===== src/rtl/ospfb_phasecomp_reader_pkg.sv =====
// Shared types and default constants for the OSPFB phase-compensation buffer reader.
package ospfb_phasecomp_reader_pkg;

    localparam int unsigned FFT_LEN_DEF = 64;
    localparam int unsigned DEC_FAC_DEF = 48;
    localparam int unsigned WIDTH_DEF   = 16;
    localparam int unsigned ADDR_WID    = $clog2(FFT_LEN_DEF);

    // Bank identity reuses the writer's fill-state encoding.
    typedef enum logic {FILLA, FILLB} phasecomp_state_t;

    typedef enum logic {RD_IDLE, RD_BUSY} rd_state_t;

    function automatic phasecomp_state_t other_bank(input phasecomp_state_t b);
        return (b == FILLA) ? FILLB : FILLA;
    endfunction

endpackage


===== src/rtl/ospfb_phasecomp_reader_skid.sv =====
// Generic 2-entry valid/ready FIFO; head register drives the output directly.
module axis_skid_fifo2 #(
    parameter int unsigned W = 17
) (
    input  logic         clk,
    input  logic         rst_n,
    input  logic         in_valid_i,
    input  logic [W-1:0] in_data_i,
    output logic         out_valid_o,
    output logic [W-1:0] out_data_o,
    input  logic         out_ready_i,
    output logic [1:0]   count_o
);

    logic         head_vld_q, head_vld_d, tail_vld_q, tail_vld_d;
    logic [W-1:0] head_q, head_d, tail_q, tail_d;
    logic [1:0]   count_q;
    logic         pop;

    // Tail only holds data while the head is occupied; a pop promotes it.
    always_comb begin
        head_vld_d = head_vld_q;
        head_d     = head_q;
        tail_vld_d = tail_vld_q;
        tail_d     = tail_q;
        pop        = head_vld_q && out_ready_i;
        if (pop) begin
            if (tail_vld_q) begin
                head_d     = tail_q;
                tail_vld_d = in_valid_i;
                if (in_valid_i) tail_d = in_data_i;
            end else begin
                head_vld_d = in_valid_i;
                if (in_valid_i) head_d = in_data_i;
            end
        end else if (in_valid_i) begin
            if (!head_vld_q) begin
                head_vld_d = 1'b1;
                head_d     = in_data_i;
            end else begin
                tail_vld_d = 1'b1;
                tail_d     = in_data_i;
            end
        end
    end

    always_ff @(posedge clk or negedge rst_n) begin
        if (!rst_n) begin
            head_vld_q <= 1'b0;
            tail_vld_q <= 1'b0;
            head_q     <= '0;
            tail_q     <= '0;
            count_q    <= 2'd0;
        end else begin
            head_vld_q <= head_vld_d;
            tail_vld_q <= tail_vld_d;
            head_q     <= head_d;
            tail_q     <= tail_d;
            count_q    <= 2'(head_vld_d) + 2'(tail_vld_d);
        end
    end

    assign out_valid_o = head_vld_q;
    assign out_data_o  = head_q;
    assign count_o     = count_q;

endmodule


===== src/rtl/ospfb_phasecomp_reader.sv =====
// Ping-pong bank reader: streams each full frame with a rotating start address to AXI4-Stream.
module ospfb_phasecomp_reader
    import ospfb_phasecomp_reader_pkg::*;
#(
    parameter int unsigned FFT_LEN = FFT_LEN_DEF,
    parameter int unsigned DEC_FAC = DEC_FAC_DEF,
    parameter int unsigned WIDTH   = WIDTH_DEF
) (
    input  logic                       clk,
    input  logic                       rst_n,
    input  logic                       full_a,
    input  logic                       full_b,
    output logic                       free_a,
    output logic                       free_b,
    output logic                       rd_en,
    output logic                       rd_bank,
    output logic [$clog2(FFT_LEN)-1:0] rd_addr,
    input  logic [WIDTH-1:0]           rd_data,
    output logic [WIDTH-1:0]           m_axis_tdata,
    output logic                       m_axis_tvalid,
    input  logic                       m_axis_tready,
    output logic                       m_axis_tlast,
    output logic [31:0]                frame_cnt,
    output logic                       ovf
);

    localparam int unsigned AW = $clog2(FFT_LEN);
    localparam int unsigned SW = AW + 1;
    localparam logic [AW-1:0] N_LAST = AW'(FFT_LEN - 1);
    localparam logic [SW-1:0] STEP   = SW'(DEC_FAC);
    localparam logic [SW-1:0] MODV   = SW'(FFT_LEN);

    rd_state_t        state_q, state_d;
    phasecomp_state_t cur_bank_q, cur_bank_d, exp_bank_q, exp_bank_d;
    logic [AW-1:0]    n_q, n_d, shift_q, shift_d;
    logic             issued_all_q, issued_all_d;
    logic [31:0]      frame_cnt_q, frame_cnt_d;
    logic             flag_a_q, flag_a_d, flag_b_q, flag_b_d;
    logic             ovf_q, ovf_d, free_a_q, free_b_q;
    logic             rd_vld_q, rd_last_q;

    logic             fifo_vld, pop, done, start, rel_a, rel_b;
    logic [WIDTH:0]   fifo_dout;
    logic [1:0]       fifo_cnt, occ_eff;
    logic [SW-1:0]    shift_sum;

    assign pop       = fifo_vld && m_axis_tready;
    assign done      = pop && fifo_dout[WIDTH];
    // In-flight reads count against FIFO space; a same-cycle pop frees a slot.
    assign occ_eff   = fifo_cnt + 2'(rd_vld_q) - 2'(pop);
    assign shift_sum = SW'(shift_q) + STEP;

    always_comb begin
        state_d      = state_q;
        cur_bank_d   = cur_bank_q;
        exp_bank_d   = exp_bank_q;
        n_d          = n_q;
        issued_all_d = issued_all_q;
        shift_d      = shift_q;
        frame_cnt_d  = frame_cnt_q;
        rel_a        = 1'b0;
        rel_b        = 1'b0;
        rd_en        = 1'b0;
        start        = (exp_bank_q == FILLA) ? (flag_a_q || full_a) : (flag_b_q || full_b);
        case (state_q)
            RD_IDLE: begin
                if (start) begin
                    state_d      = RD_BUSY;
                    cur_bank_d   = exp_bank_q;
                    n_d          = '0;
                    issued_all_d = 1'b0;
                end
            end
            RD_BUSY: begin
                rd_en = !issued_all_q && (occ_eff < 2'd2);
                if (rd_en) begin
                    n_d          = n_q + AW'(1);
                    issued_all_d = (n_q == N_LAST);
                end
                if (done) begin
                    rel_a       = (cur_bank_q == FILLA);
                    rel_b       = (cur_bank_q == FILLB);
                    exp_bank_d  = other_bank(cur_bank_q);
                    shift_d     = (shift_sum >= MODV) ? AW'(shift_sum - MODV) : AW'(shift_sum);
                    frame_cnt_d = frame_cnt_q + 32'd1;
                    state_d     = RD_IDLE;
                end
            end
            default: state_d = RD_IDLE;
        endcase
    end

    // Release happens before a same-cycle full pulse, so that pulse re-arms the flag cleanly.
    always_comb begin
        flag_a_d = (flag_a_q && !rel_a) || full_a;
        flag_b_d = (flag_b_q && !rel_b) || full_b;
        ovf_d    = ovf_q || (full_a && flag_a_q && !rel_a) || (full_b && flag_b_q && !rel_b);
    end

    always_ff @(posedge clk or negedge rst_n) begin
        if (!rst_n) begin
            state_q      <= RD_IDLE;
            cur_bank_q   <= FILLA;
            exp_bank_q   <= FILLA;
            n_q          <= '0;
            issued_all_q <= 1'b0;
            shift_q      <= '0;
            frame_cnt_q  <= '0;
            flag_a_q     <= 1'b0;
            flag_b_q     <= 1'b0;
            ovf_q        <= 1'b0;
            free_a_q     <= 1'b1;
            free_b_q     <= 1'b1;
            rd_vld_q     <= 1'b0;
            rd_last_q    <= 1'b0;
        end else begin
            state_q      <= state_d;
            cur_bank_q   <= cur_bank_d;
            exp_bank_q   <= exp_bank_d;
            n_q          <= n_d;
            issued_all_q <= issued_all_d;
            shift_q      <= shift_d;
            frame_cnt_q  <= frame_cnt_d;
            flag_a_q     <= flag_a_d;
            flag_b_q     <= flag_b_d;
            ovf_q        <= ovf_d;
            free_a_q     <= !flag_a_d;
            free_b_q     <= !flag_b_d;
            rd_vld_q     <= rd_en;
            rd_last_q    <= rd_en && (n_q == N_LAST);
        end
    end

    axis_skid_fifo2 #(.W(WIDTH + 1)) u_skid (
        .clk         (clk),
        .rst_n       (rst_n),
        .in_valid_i  (rd_vld_q),
        .in_data_i   ({rd_last_q, rd_data}),
        .out_valid_o (fifo_vld),
        .out_data_o  (fifo_dout),
        .out_ready_i (m_axis_tready),
        .count_o     (fifo_cnt)
    );

    assign rd_addr       = n_q + shift_q;
    assign rd_bank       = (cur_bank_q == FILLB);
    assign m_axis_tvalid = fifo_vld;
    assign m_axis_tdata  = fifo_dout[WIDTH-1:0];
    assign m_axis_tlast  = fifo_dout[WIDTH];
    assign frame_cnt     = frame_cnt_q;
    assign ovf           = ovf_q;
    assign free_a        = free_a_q;
    assign free_b        = free_b_q;

endmodule


===== config.mk =====
export PLATFORM = sky130hd
export DESIGN_NAME = ospfb_phasecomp_reader
export DESIGN_NICKNAME = d
export VERILOG_FILES = /design/src/rtl/ospfb_phasecomp_reader_pkg.sv /design/src/rtl/ospfb_phasecomp_reader_skid.sv /design/src/rtl/ospfb_phasecomp_reader.sv
export SDC_FILE = /design/constraint.sdc
export NUM_CORES = 1
export LEC_CHECK = 0
export CAP_MARGIN = 0
export CORE_MARGIN = 2
export CORE_UTILIZATION = 50
export DETAILED_ROUTE_END_ITERATION = 8
export HOLD_SLACK_MARGIN = 0.15
export PLACE_DENSITY = 0.78
export SYNTH_ARGS = -nofsm -noshare
export SYNTH_HDL_FRONTEND = slang
export SYNTH_SLANG_ARGS = --single-unit

===== constraint.sdc =====
create_clock -name clk -period 2 [get_ports clk]
set_clock_uncertainty 0.05 [all_clocks]
set_input_delay 0.5 -clock clk [delete_from_list [all_inputs] [get_ports clk]]
set_output_delay 0.5 -clock clk [all_outputs]
set_load 0.02 [all_outputs]

---- Word-level counts from Yosys, hierarchy flattened ----
Index checks and enable logic that the tools add are counted.
word-level totals
  bits in registers ....................... 93
  input bits .............................. 21
  output and inout bits ................... 61
  logic and storage cells ................. 99
operators by class
  add/subtract/negate cells ............... 8
  $lt $le $gt $ge ......................... 2
  equal/unequal tests ..................... 6
  muxes and demuxes ....................... 33
  bitwise operators ....................... 2
  reductions and logical operators ........ 29
operators with widths
  cell                                                      number
  2-to-1 mux 17 bit                                         9
  adder 32 x 1 -> 32 bit, second input constant             1
  2-to-1 mux 1 bit                                          18
  2-to-1 mux 6 bit                                          3
  case mux 6 bit (2 select lines)                           1
  logical AND 1 bit                                         10
  adder 6 x 6 -> 7 bit, second input constant               1
  greater-or-equal comparator 7 bit, second input constant  1
  adder 6 x 1 -> 6 bit, second input constant               1
  adder 6 bit                                               1
  equality test 6 bit, second input constant                1
  logical OR 1 bit                                          6
  != test 2 bit, second input constant                      3
  AND reduction 2 bit                                       3
  nonzero test 2 bit                                        3
  subtractor 6 x 1 -> 6 bit, second input constant          1
  logical NOT 1 bit                                         5
  != test 2 x 1 -> 1 bit, second input constant             2
  case mux 1 bit (2 select lines)                           2
  AND reduction 4 bit                                       1
  AND reduction 3 bit                                       1
  adder 1 x 1 -> 2 bit                                      1
  adder 2 x 1 -> 2 bit                                      1
  < comparator 2 bit, second input constant                 1
  2 further kinds                                           3

---- Logic depth before layout (Yosys ltp) ----
  depth after elaboration ................. 8
  mapped depth ............................ 7

---- By module ----
Synthesis repeated with hierarchy kept, for this count alone.
unflattened totals
  cells, all modules ...................... 386
  area, all modules ....................... 4257.8 sq um
by module, submodules not included
  module                  instances  cells an instance  area each (sq um)  seq. area each (sq um)
  ospfb_phasecomp_reader  1          221                2414.8             1278.7
  axis_skid_fifo2         1          165                1843.0             950.9

---- Least setup slack after synthesis ----
OpenSTA, ideal clock, no wires.
  path kind ............................... input -> output
  start point ............................. input m_axis_tready
  end point ............................... output rd_en
  data arrival time ....................... 1437 ps
  data required time ...................... 1450 ps
  slack ................................... 13 ps
  cell stages on the path ................. 4
  path buffers ............................ 1
  path through ............................ buf_2 -> a21boi_0 -> a32oi_2 -> mux2i_4
between the ends
  word-level cells in the longest chain between the ends .. 5
ends and longest elaborated chain
  element                    line                          RTL
  from (decl)                ospfb_phasecomp_reader.sv:21  input logic m_axis_tready,
  logical AND 1 bit          ospfb_phasecomp_reader.sv:47  assign pop = fifo_vld && m_axis_tready;
  subtractor 2 x 1 -> 2 bit  ospfb_phasecomp_reader.sv:50  assign occ_eff = fifo_cnt + 2'(rd_vld_q) - 2'(pop);
  < comparator 2 bit         ospfb_phasecomp_reader.sv:75  rd_en = !issued_all_q && (occ_eff < 2'd2);
  logical AND 1 bit          ospfb_phasecomp_reader.sv:75
  2-to-1 mux 1 bit           ospfb_phasecomp_reader.sv:65  case (state_q)
  to (decl)                  ospfb_phasecomp_reader.sv:15  output logic rd_en,
No other way between the ends.

---- Worst setup path after layout ----
Ends and elaborated chain as after synthesis.

==> reports/summary.txt <==
Commonest cells post-synth = 87 x dfrtp_1, 47 x nand2_1, 27 x xnor2_1, 24 x o21ai_0, 18 x mux2i_1
DP Wirelength = 5.22 mm
Syn Area/Cell = 11.9 um^2
Horiz. Die Dim = 92.8 um
Clk root buf = clkbuf_8
Post-route ant nets = 0
Sw Ratio = 32.3%
Rel. slew slack = 68.9%
Total CTS buffers = 9
Pre-CTS setup slack = -756 ps
Post-Route WL = 7.54 mm
XOR/XNOR Fraction of Synth Area = 7.96%
Netlist cell types = 41
Pleak = 2.66 nW
IO Port Bufs = 81
Synthesized area = 3940 um^2
Die area = 8610 um^2
RSZ-0062 raised after global routing = yes
Top area cells in the synthesized netlist = dfrtp_1 55%, xnor2_1 6.0%, mux2_2 4.9%
Clk_lat worst skew = 340 ps
N_diodes = 0
Count leader, synth = dfrtp_1
Final hold vios = 0
Cell Pwr Density = 1170 nW/um^2
Combinational power share = 38.0%
Clk slew on worst S/H paths = 70 ps
Worst EP arrival = 1500 ps
Post-Layout Cell Count = 543
Final Power = 0.00623 W
Critical path class = input port to output pin
Grt total ovfl = 0
Worst Max-Slew Pin Slew = 466 ps
PnR worst setup slack = -51.3 ps
Synth warnings = 0
First-pass GRT wire length = 13.0 mm
Largest net degree at the start of global routing = 90
Max-Cap Viols = 0
Filler cells = 591
Synth Register Bits = 89
CTS tree = done
Hold Slack = 430 ps
Core area = 7690 um^2
Mux cell area share after synthesis = 9.99%
Type of destination of the critical path = output pin
Initial antenna violation count = 0
Nets = 462
Sequential area share after synthesis = 56.5%
Drt wl/cell = 13.9 um
Final max-slew violation count = 0
P_int = 0.00422 W
First-pass iteration count of the detailed router = 4
CP max FO = 2
Flop pwr share = 40.4%
Share of cells above drive strength 1 = 18.6%
Ys async rst share = 100%
Most used DFF post-synth = dfrtp_1
Placed Cells = 524
Synth top area share = 55.2%
Vias in the first global route = 2,764
DRC = 0
Num Clock Sinks = 89
Clock share of power = 21.6%
Setup TNS = -51.3 ps
Largest area contributor in the netlist = dfrtp_1
Initial drt markers = 106
Hold WC Path Type = flip-flop to flip-flop
Post-synthesis compound-gate area fraction = 6.00%
Area growth from synthesis to layout = 34.7%
H-tree Lvls = 3
Max IR drop VDD = 0.633 mV
Largest family of logic cells by synthesized area = simple AND/OR/NAND/NOR gates
Initial core utilization = 51.3%
I/O pin total = 82
Cells after synthesis = 332
Failing checks = negative setup slack
Via density = 5.03
P_sw = 0.00201 W
GPL Wtd Cong = 0.745
Die H = 92.8 um
Status = finished with violations
Num rows = 32
Crit start category = input port
Synth Area in Simple Gates = 15.2%
Critical Path RT = 1450 ps
CTS max path bufs = 2
Max Fclk = 0.487 GHz
GRT Util Overall = 18.7%
Adder-Cell Fraction of Synth Area = 1.27%
Setup violations, final = 1
Post-synth EDFFs = 0
Final period utilization = 103%
Via count of the routed design = 2,734
Syn Nets = 357
Post-route minimum period = 2050 ps
-- worst paths after layout --
| check | depth (start not counted) | slack, ps | endpoint | start |
|---|---|---|---|---|
| max | 5 | -50 | rd_en | m_axis_tready |
| min | 2 | 430 | u_skid.out_data_o[2]$_DFFE_PN0P_ | u_skid.out_data_o[2]$_DFFE_PN0P_ |
| max reg2reg | 6 | 160 | frame_cnt[24]$_DFFE_PN0P_ | frame_cnt[8]$_DFFE_PN0P_ |
| min reg2reg | 2 | 430 | u_skid.out_data_o[2]$_DFFE_PN0P_ | u_skid.out_data_o[2]$_DFFE_PN0P_ |
| max in group asynchronous | 3 | 860 | u_skid.out_data_o[1]$_DFFE_PN0P_ | rst_n |
| min in group asynchronous | 3 | 680 | n_q[0]$_DFFE_PN0P_ | rst_n |
-- cells by family (layout without fill, tap and decap cells) --
family	Yosys count	after routing
flops	89	89
buf+inv	22	131
simple gates	106	106
xor+xnor	35	35
fa+ha+maj	4	4
mux	36	36
compound gates	40	40
-- cell usage in the layout, fill, tap and decap left out, types with 10 or more instances in the layout --
master and n:
nand2_1 47, dlygate4sd2_1 14, buf_4 24, nand3_1 13
xnor2_1 26, mux2i_1 18, dfrtp_1 85, nor2_1 11
clkbuf_8 10, mux2_2 17, o21ai_0 24, clkdlybuf4s50_1 55
-- power by group through the flow --
stage                     clock network (W)  registers, W  logic [W]
after floorplan                           0       0.00269    0.00125
after global placement                    0       0.00251    0.00229
after detailed placement                  0       0.00254    0.00234
after CTS                           0.00138       0.00251    0.00236
after global routing                0.00144       0.00258    0.00258
final                               0.00135       0.00251    0.00237
-- stage by stage --
step,instance area (um^2),util (%)
after detailed placement,5020,65.3
after CTS,5250,68.2
after floorplan,3940,-
final,5310,69.1
after global routing,5310,69.1
after global placement,5020,65.3
-- repair_timing --
item,CTS,global route
setup buffers,0,3
gates resized for setup,31,14
hold endpoints to repair,43,0
pin swaps,1,4
endpoints found under the setup margin,20,13
hold buffers,1,0
-- critical path: stages --
cell	delay [ps]
clkdlybuf4s15_1	220
buf_4	170
a32oi_4	200
mux2i_4	270
buf_6	140
-- registers in the layout (all words and copies together) (netlist names) --
register,count
rd_vld_q,1
u_skid.count_o,2
rd_last_q,1
ovf,1
frame_cnt,32
u_skid.out_data_o,17
rd_bank,1
exp_bank_q,1
u_skid.out_valid_o,1
state_q,1
issued_all_q,1
u_skid.tail_vld_q,1
free_b,1
u_skid.tail_q,17
free_a,1
flag_b_q,1
n_q,6
shift_q,2
flag_a_q,1
-- final cells by class --
type	instances	area (um^2)	area share, %
Multi-Input combinational cell	221	1630	30.7
Sequential cell	89	2230	42.0
Clock buffer	11	141	2.66
Tap cell	102	128	2.40
Clock inverter	4	77.6	1.46
Inverter	7	26.3	0.495
Timing Repair Buffer	109	1080	20.3
-- routing by layer --
layer / share of wire (%) / track usage (%)
met1: 46 / 24.9
met3: 4.0 / 3.82
met4: 0.94 / 5.51
met2: 49 / 31.2
met5: 0 / 0
No activity file was read; power rests on OpenSTA's default activity.
